===== src/rtl/sce_pipe_pkg.sv =====
// rtl/sce_pipe_pkg.sv - shared defaults and width helpers for the wave capture pipeline
package sce_pipe_pkg;

  localparam int DEF_NI         = 5;
  localparam int DEF_NO         = 2;
  localparam int DEF_DEPTH      = 5;
  localparam int DEF_FIFO_DEPTH = 4;

  // Pointer width for an n-entry ring; never narrower than one bit.
  function automatic int ptr_width(input int n);
    return (n <= 2) ? 1 : $clog2(n);
  endfunction

  // Width able to hold every value 0..n inclusive.
  function automatic int count_width(input int n);
    return $clog2(n + 1);
  endfunction

endpackage


===== src/rtl/sce_result_fifo.sv =====
// rtl/sce_result_fifo.sv - synchronous result FIFO with occupancy count and simultaneous push/pop
module sce_result_fifo
  import sce_pipe_pkg::*;
#(
  parameter int WIDTH = DEF_NO,
  parameter int DEPTH = DEF_FIFO_DEPTH,
  localparam int PW = ptr_width(DEPTH),
  localparam int CW = count_width(DEPTH)
) (
  input  logic             clk,
  input  logic             rst_n,
  input  logic             push,
  input  logic [WIDTH-1:0] push_data,
  input  logic             pop,
  output logic [WIDTH-1:0] pop_data,
  output logic [CW-1:0]    count,
  output logic             empty
);

  logic [WIDTH-1:0] mem [DEPTH];
  logic [PW-1:0]    wr_ptr;
  logic [PW-1:0]    rd_ptr;
  logic             full;
  logic             do_push;
  logic             do_pop;

  assign empty = (count == '0);
  assign full  = (count == CW'(DEPTH));

  // A pop in the same cycle frees the slot, so a full FIFO still takes a push then.
  assign do_pop  = pop & ~empty;
  assign do_push = push & (~full | do_pop);

  // Explicit wrap keeps the ring correct even if DEPTH were not a power of two.
  function automatic logic [PW-1:0] ptr_next(input logic [PW-1:0] p);
    return (p == PW'(DEPTH - 1)) ? '0 : p + 1'b1;
  endfunction

  // Pointers and occupancy; push and pop together leave the count unchanged.
  always_ff @(posedge clk or negedge rst_n) begin
    if (!rst_n) begin
      wr_ptr <= '0;
      rd_ptr <= '0;
      count  <= '0;
    end else begin
      if (do_push) begin
        wr_ptr <= ptr_next(wr_ptr);
      end
      if (do_pop) begin
        rd_ptr <= ptr_next(rd_ptr);
      end
      case ({do_push, do_pop})
        2'b10:   count <= count + 1'b1;
        2'b01:   count <= count - 1'b1;
        default: count <= count;
      endcase
    end
  end

  // Storage array carries no reset; validity is tracked by count alone.
  always_ff @(posedge clk) begin
    if (do_push) begin
      mem[wr_ptr] <= push_data;
    end
  end

  // Head entry when occupied, zero otherwise so the output is defined after reset.
  assign pop_data = empty ? '0 : mem[rd_ptr];

endmodule


===== src/rtl/wave_capture.sv =====
// rtl/wave_capture.sv - drives a path-balanced netlist and captures its results under credit flow control
module wave_capture
  import sce_pipe_pkg::*;
#(
  parameter int NI         = DEF_NI,
  parameter int NO         = DEF_NO,
  parameter int DEPTH      = DEF_DEPTH,
  parameter int FIFO_DEPTH = DEF_FIFO_DEPTH
) (
  input  logic                             clk,
  input  logic                             rst_n,
  input  logic                             in_valid,
  output logic                             in_ready,
  input  logic [NI-1:0]                    in_data,
  output logic [NI-1:0]                    net_x,
  input  logic [NO-1:0]                    net_y,
  output logic                             out_valid,
  input  logic                             out_ready,
  output logic [NO-1:0]                    out_data,
  output logic [$clog2(FIFO_DEPTH+1)-1:0]  inflight
);

  localparam int CW = count_width(FIFO_DEPTH);

  logic [DEPTH-1:0] tag;
  logic             accept;
  logic             capture;
  logic             pop;
  logic             fifo_empty;
  logic             alive;
  logic [CW-1:0]    fifo_count;
  logic [CW:0]      outstanding;

  // The netlist cannot stall, so a vector is only launched when a FIFO slot is
  // already reserved for its result: buffered plus in-flight must stay below depth.
  assign outstanding = {1'b0, fifo_count} + {1'b0, inflight};
  assign in_ready    = alive & (outstanding < (CW + 1)'(FIFO_DEPTH));

  assign accept    = in_valid & in_ready;
  assign capture   = tag[DEPTH-1];
  assign out_valid = ~fifo_empty;
  assign pop       = out_valid & out_ready;

  // Holds in_ready low through reset and releases it on the first clock afterwards.
  always_ff @(posedge clk or negedge rst_n) begin
    if (!rst_n) begin
      alive <= 1'b0;
    end else begin
      alive <= 1'b1;
    end
  end

  // Launch register feeding the netlist inputs; changes only on accept.
  always_ff @(posedge clk or negedge rst_n) begin
    if (!rst_n) begin
      net_x <= '0;
    end else if (accept) begin
      net_x <= in_data;
    end
  end

  // Tag delay line marks the edge at which each launched vector reaches net_y.
  always_ff @(posedge clk or negedge rst_n) begin
    if (!rst_n) begin
      tag <= '0;
    end else begin
      tag <= (tag << 1) | DEPTH'(accept);
    end
  end

  // Vectors launched but whose result has not yet been written into the FIFO.
  always_ff @(posedge clk or negedge rst_n) begin
    if (!rst_n) begin
      inflight <= '0;
    end else begin
      inflight <= inflight + CW'(accept) - CW'(capture);
    end
  end

  sce_result_fifo #(
    .WIDTH (NO),
    .DEPTH (FIFO_DEPTH)
  ) u_fifo (
    .clk       (clk),
    .rst_n     (rst_n),
    .push      (capture),
    .push_data (net_y),
    .pop       (pop),
    .pop_data  (out_data),
    .count     (fifo_count),
    .empty     (fifo_empty)
  );

endmodule


===== config.mk =====
export PLATFORM = sky130hd
export DESIGN_NAME = wave_capture
export DESIGN_NICKNAME = d
export VERILOG_FILES = /design/src/rtl/sce_pipe_pkg.sv /design/src/rtl/sce_result_fifo.sv /design/src/rtl/wave_capture.sv
export SDC_FILE = /design/constraint.sdc
export NUM_CORES = 1
export LEC_CHECK = 0
export CAP_MARGIN = 20
export CORE_MARGIN = 5
export CORE_UTILIZATION = 50
export CTS_CLUSTER_DIAMETER = 60
export CTS_CLUSTER_SIZE = 25
export DETAILED_ROUTE_END_ITERATION = 10
export DONT_BUFFER_PORTS = 1
export HOLD_SLACK_MARGIN = 0.1
export PLACE_DENSITY = 0.72
export SETUP_SLACK_MARGIN = 0.15
export SYNTH_ARGS = -nofsm -noshare
export SYNTH_HDL_FRONTEND = slang
export SYNTH_SLANG_ARGS = --single-unit

===== constraint.sdc =====
create_clock -name clk -period 3.8 [get_ports clk]
set_clock_uncertainty 0.15 [all_clocks]
set_input_delay 0.19 -clock clk [delete_from_list [all_inputs] [get_ports clk]]
set_output_delay 0.19 -clock clk [all_outputs]
set_load 0.1 [all_outputs]

=== After elaboration in Yosys (flattened, before gate mapping) ===
Memory sizes are Yosys's and may differ from the RTL's.
Cells that the tools add are included.

* Bits in registers: 21
* RAM bits: 8
* Input bits: 11
* Memories kept: 1

* Add/sub/neg operators: 7
* $lt $le $gt $ge: 1
* Eq/ne operators: 5
* Mux-type cells: 6
* Bitwise logic cells: 9
* Reduce and logical (&&, ||, !) cells: 2

{| class="wikitable"
|+ Memories
! memory !! depth !! width !! read ports !! clocked after Yosys merged registers in !! wr ports !! line !! source
|-
| u_fifo.mem || 4 || 2 || 1 || 0 || 1 || sce_result_fifo.sv:20 || <nowiki>logic [WIDTH-1:0] mem [DEPTH];</nowiki>
|}

{| class="wikitable"
|+ Operators by type and width
! cell !! count
|-
| $eq 2x2->1 const B || 3
|-
| $mux 2 || 3
|-
| $pmux 3 s2 || 1
|-
| $and 1x1->1 || 5
|-
| $or 5x1->5 || 1
|-
| $add 2x1->2 const B || 2
|-
| $add 3x3->4 || 1
|-
| $lt 4x3->1 const B || 1
|-
| $add 3x1->3 || 1
|-
| $add 3x1->3 const B || 1
|-
| $eq 3x3->1 const B || 1
|-
| $logic_not 3->1 || 1
|-
| $sub 3x1->3 || 1
|-
| $sub 3x1->3 const B || 1
|-
| $eq 2x1->1 const B || 1
|-
| $mux 1 || 2
|-
| $not 1->1 || 2
|-
| $reduce_bool 2->1 || 1
|-
| $or 1x1->1 || 1
|}

=== Longest topological paths before layout ===
* Depth after elaboration: 8
* Gate-level depth with buffers: 11

=== Hierarchy ===
From an unflattened synthesis, not the netlist that was laid out.

* Cell total of the unflattened synthesis: 89
* Area total of the unflattened synthesis: 1322.5 µm²

{| class="wikitable"
|+ Modules (own cells, without submodules)
! module !! instances !! cells each !! area each (µm²)
|-
| sce_result_fifo || 1 || 51 || 737.0
|-
| wave_capture || 1 || 38 || 585.6
|}

=== Worst setup path after synthesis ===
OpenSTA, ideal clock, no wires.

* Path type: register to register
* Start: register inflight[2]
* End: register inflight[2]
* Arrival time: 3032 ps
* Required time: 3524 ps
* Path slack: 492 ps
* Cell stages (with the launch flop): 12
* Clock period less this slack: 3308 ps
* Path through: dfrtp_1 > ha_1 > nor4b_1 > and3_1 > buf_4 > inv_1 > ha_1 > inv_1 > ha_1 > fa_1 > xnor2_1 > xnor2_1

* Longest elaborated chain between the ends: 6

{| class="wikitable"
|+ RTL lines
! element !! line !! source
|-
| from (decl) || wave_capture.sv:20 || <nowiki>output logic [$clog2(FIFO_DEPTH+1)-1:0] inflight</nowiki>
|-
| from (signal assigned) || wave_capture.sv:76 || <nowiki>inflight <= inflight + CW'(accept) - CW'(capture);</nowiki>
|-
| $add 3x3->4 || wave_capture.sv:36 || <nowiki>assign outstanding = {1'b0, fifo_count} + {1'b0, inflight};</nowiki>
|-
| $lt 4x3->1 || wave_capture.sv:37 || <nowiki>assign in_ready = alive & (outstanding < (CW + 1)'(FIFO_DEPTH));</nowiki>
|-
| $and 1x1->1 || wave_capture.sv:37 ||
|-
| $and 1x1->1 || wave_capture.sv:39 || <nowiki>assign accept = in_valid & in_ready;</nowiki>
|-
| via accept || wave_capture.sv:26 || <nowiki>logic accept;</nowiki>
|-
| $add 3x1->3 || wave_capture.sv:76 ||
|-
| $sub 3x1->3 || wave_capture.sv:76 ||
|}

The timed path passes the listed nets, and every way through them passes these cells.
A chain may end at the register's enable or synchronous reset.

=== Worst setup path after layout ===
* Start: register u_fifo.count[2]
* End: register inflight[2]

* Longest elaborated chain between the ends: 6

{| class="wikitable"
|+ RTL lines
! element !! line !! source
|-
| from (decl) || sce_result_fifo.sv:16 || <nowiki>output logic [CW-1:0] count,</nowiki>
|-
| from (signal assigned) || sce_result_fifo.sv:53 || <nowiki>2'b10: count <= count + 1'b1;</nowiki>
|-
| from (signal assigned) || sce_result_fifo.sv:54 || <nowiki>2'b01: count <= count - 1'b1;</nowiki>
|-
| from (signal assigned) || sce_result_fifo.sv:55 || <nowiki>default: count <= count;</nowiki>
|-
| $add 3x3->4 || wave_capture.sv:36 ||
|-
| $lt 4x3->1 || wave_capture.sv:37 ||
|-
| $and 1x1->1 || wave_capture.sv:37 ||
|-
| $and 1x1->1 || wave_capture.sv:39 ||
|-
| $add 3x1->3 || wave_capture.sv:76 ||
|-
| $sub 3x1->3 || wave_capture.sv:76 ||
|}

Every way passes these cells.

==> results.json <==
{
  "synth_area_per_cell_um2": 14.5,
  "drt_drc_violations_left": 0,
  "crit_path_frequent_cell": "ha_1",
  "dr_total_vias": 719,
  "gp_congestion": 0.704,
  "synth_area_um2": 1290,
  "grt_antenna_before_repair": 0,
  "synth_top_family_by_area": "adder cells",
  "route.met2.wl_um": 1150,
  "clk_latency_ps": 330,
  "critPathTopFamily": "adder cells",
  "fp-row-count": 18,
  "ys_seq_area_share_pct": 59.4,
  "critPathBufInv": 2,
  "synth_seq_cells": 29,
  "dr.pass1.iters": 5,
  "pre_cts_slack_ps": 935,
  "synth_compound_area_share_pct": 1.26,
  "drv_slew": 0,
  "wirelength_um": 2200,
  "worstPathArrival_ps": 3040,
  "nets": 135,
  "ioPinCount": 23,
  "chipWidth_um": 60.8,
  "holdPathStages": 0,
  "critical_path.max_stage_delay_ps": 430,
  "grt_pass1_vias": 768,
  "synth_area_leaders": "dfrtp_1, edfxtp_1, ha_1",
  "maxCapViolations": 0,
  "synth.distinct_cells": 22,
  "tightest_slew_ps": 959,
  "layout_commonest_cell": "dfrtp_1",
  "grt_start_max_net_pins": 22,
  "fin_crit_sh_pct": 77.2,
  "numCtsBuffers": 5,
  "dr_wl_met3_um": 142,
  "outcome": "completed",
  "critPathMaxFanout": 7,
  "fmax_mhz": 341,
  "critPathRequiredTime_ps": 3900,
  "critical_path_class": "flip-flop to flip-flop",
  "n_antenna_cell": 0,
  "cp-end-kind": "flip-flop",
  "die_area_um2": 3700,
  "worstHoldStart": "tag[3]$_DFF_PN0_",
  "postCtsResizedCells": 0,
  "initial_core_util_pct": 52.1,
  "cts_max_path_buffers": 2,
  "grt_pass1_wl_um": 3590,
  "utilization_pct": 62.4,
  "rsz0062_at_grt": "no",
  "portBuffers": 0,
  "routed_via_density": 5.03,
  "synth_xor_area_share_pct": 3.39,
  "clkTransAtPathRegs_ps": 100,
  "setup_viol": 0,
  "hold_end": "tag[4]$_DFF_PN0_",
  "dp_hpwl_um": 1430,
  "drive_above_1_share_pct": 22.1,
  "top_layer": "met4",
  "worstSetupStartpointType": "flip-flop",
  "cts_sinks": 29,
  "synth-simple-area-share_pct": 6.89,
  "antenna_left": 0,
  "cts_htree_levels": 2,
  "fp.dieH_um": 60.8,
  "relSlewSlack_pct": 36.5,
  "cts_tree": "built",
  "detail_route.iter0.violations": 21,
  "reg2reg_to": "inflight[2]$_DFF_PN0_",
  "synthAdderAreaFrac_pct": 12.8,
  "cts_root_buf": "clkbuf_4",
  "period_needed_ps": 2930,
  "netlist_instances": 89,
  "wl_met1_um": 864,
  "hold_class": "flip-flop to flip-flop",
  "muxShareOfSynthArea_pct": 11.9,
  "wl_per_cell_um": 15.4,
  "synth_nets": 112,
  "setup_ws_ps": 868,
  "crit_chain": "ha_1 > nor4b_1 > and3_1 > inv_1 > ha_1 > inv_1 > ha_1 > fa_1 > xnor2_1 > xnor2_1",
  "rr_worst_depth": 10,
  "fillers": 197,
  "tns_ps": 0,
  "overflow": 0,
  "slowest_stage": "dfrtp_1",
  "reg2reg_setup_slack_ps": 870,
  "yosysWarnings": 0,
  "r2r-start": "u_fifo.count[2]$_DFFE_PN0P_",
  "layout_common_cells": "dfrtp_1, inv_1, dlygate4sd3_1, ha_1, edfxtp_1",
  "netlist.area_leader.share_pct": 40.7,
  "coreArea_um2": 2480,
  "hold_viol": 0,
  "grt_usage_pct": 14.6,
  "syn2layout_area_growth_pct": 19.9,
  "yosysTopAreaCell": "dfrtp_1"
}
state kept, by name, summed over array words and instances, names as in the netlist:
register,cells
u_fifo.mem,8
net_x,5
u_fifo.count,3
u_fifo.wr_ptr,2
alive,1
inflight,3
u_fifo.rd_ptr,2
tag,5
per-stage QoR:
step / instances / cell area, um^2 / hold slack (ps)
after floorplan: 89 / 1290 / -256
after global placement: 123 / 1360 / -255
after detailed placement: 123 / 1360 / -255
after CTS: 141 / 1510 / 207
after global routing: 143 / 1550 / 225
final: 143 / 1550 / 202
cell usage after synthesis:
cell	instances
inv_2	1
dfrtp_1	21
conb_1	1
edfxtp_1	8
mux2_2	7
nand2_1	2
and2_1	7
nand3_1	1
buf_4	1
inv_1	11
xnor2_1	4
mux4_2	2
mux2_4	2
nor4b_1	1
or3_1	1
ha_1	10
o41a_1	1
fa_1	2
nor2_1	3
xor2_1	1
o21ai_0	1
and3_1	1
what timing repair did:
| action | in CTS | in global routing |
|---|---|---|
| hold endpoints to repair | 37 | 1 |
| endpoints found under the setup margin | 0 | 0 |
| hold buffers | 10 | 1 |
| buffers inserted | 0 | 0 |
routing by layer:
layer  vias up  track usage, %
met3         5            8.09
met2        19            23.7
met1       356            15.8
li1        339               -
met5         -               0
met4         0            6.19
layout make-up:
class / count / area (um^2) / area share, %
sequential: 29 / 766 / 49.5
multi-input combinational: 47 / 472 / 30.5
timing repair buffer: 17 / 175 / 11.3
inverter: 12 / 45.0 / 2.91
clock buffer: 6 / 41.3 / 2.67
tap: 30 / 37.5 / 2.43
clock inverter: 2 / 10.0 / 0.647
cell families (layout without fill, tap and decap cells):
group,Yosys count,count (layout)
other,1,1
muxes,11,11
buffers and inverters,13,37
DFF,29,29
AOI/OAI and AO/OA,2,2
adders and majority gates,12,12
xor gates and xnor gates,5,5
and+or+nand+nor,16,16
how the worst max path moves through the flow:
stage / end / slack (ps) / startpoint / cells past startpoint
after floorplan: inflight[2]$_DFF_PN0_ / 490 / inflight[2]$_DFF_PN0_ / 11
after global placement: inflight[2]$_DFF_PN0_ / 1020 / u_fifo.count[2]$_DFFE_PN0P_ / 10
after detailed placement: inflight[2]$_DFF_PN0_ / 930 / u_fifo.count[2]$_DFFE_PN0P_ / 10
after CTS: inflight[2]$_DFF_PN0_ / 920 / u_fifo.count[2]$_DFFE_PN0P_ / 10
after global routing: inflight[2]$_DFF_PN0_ / 640 / u_fifo.count[2]$_DFFE_PN0P_ / 10
final: inflight[2]$_DFF_PN0_ / 870 / u_fifo.count[2]$_DFFE_PN0P_ / 10
Power is left out: the tool's default activity adds up to more than one toggle a clock period on the data nets, which glitch-free logic cannot reach.
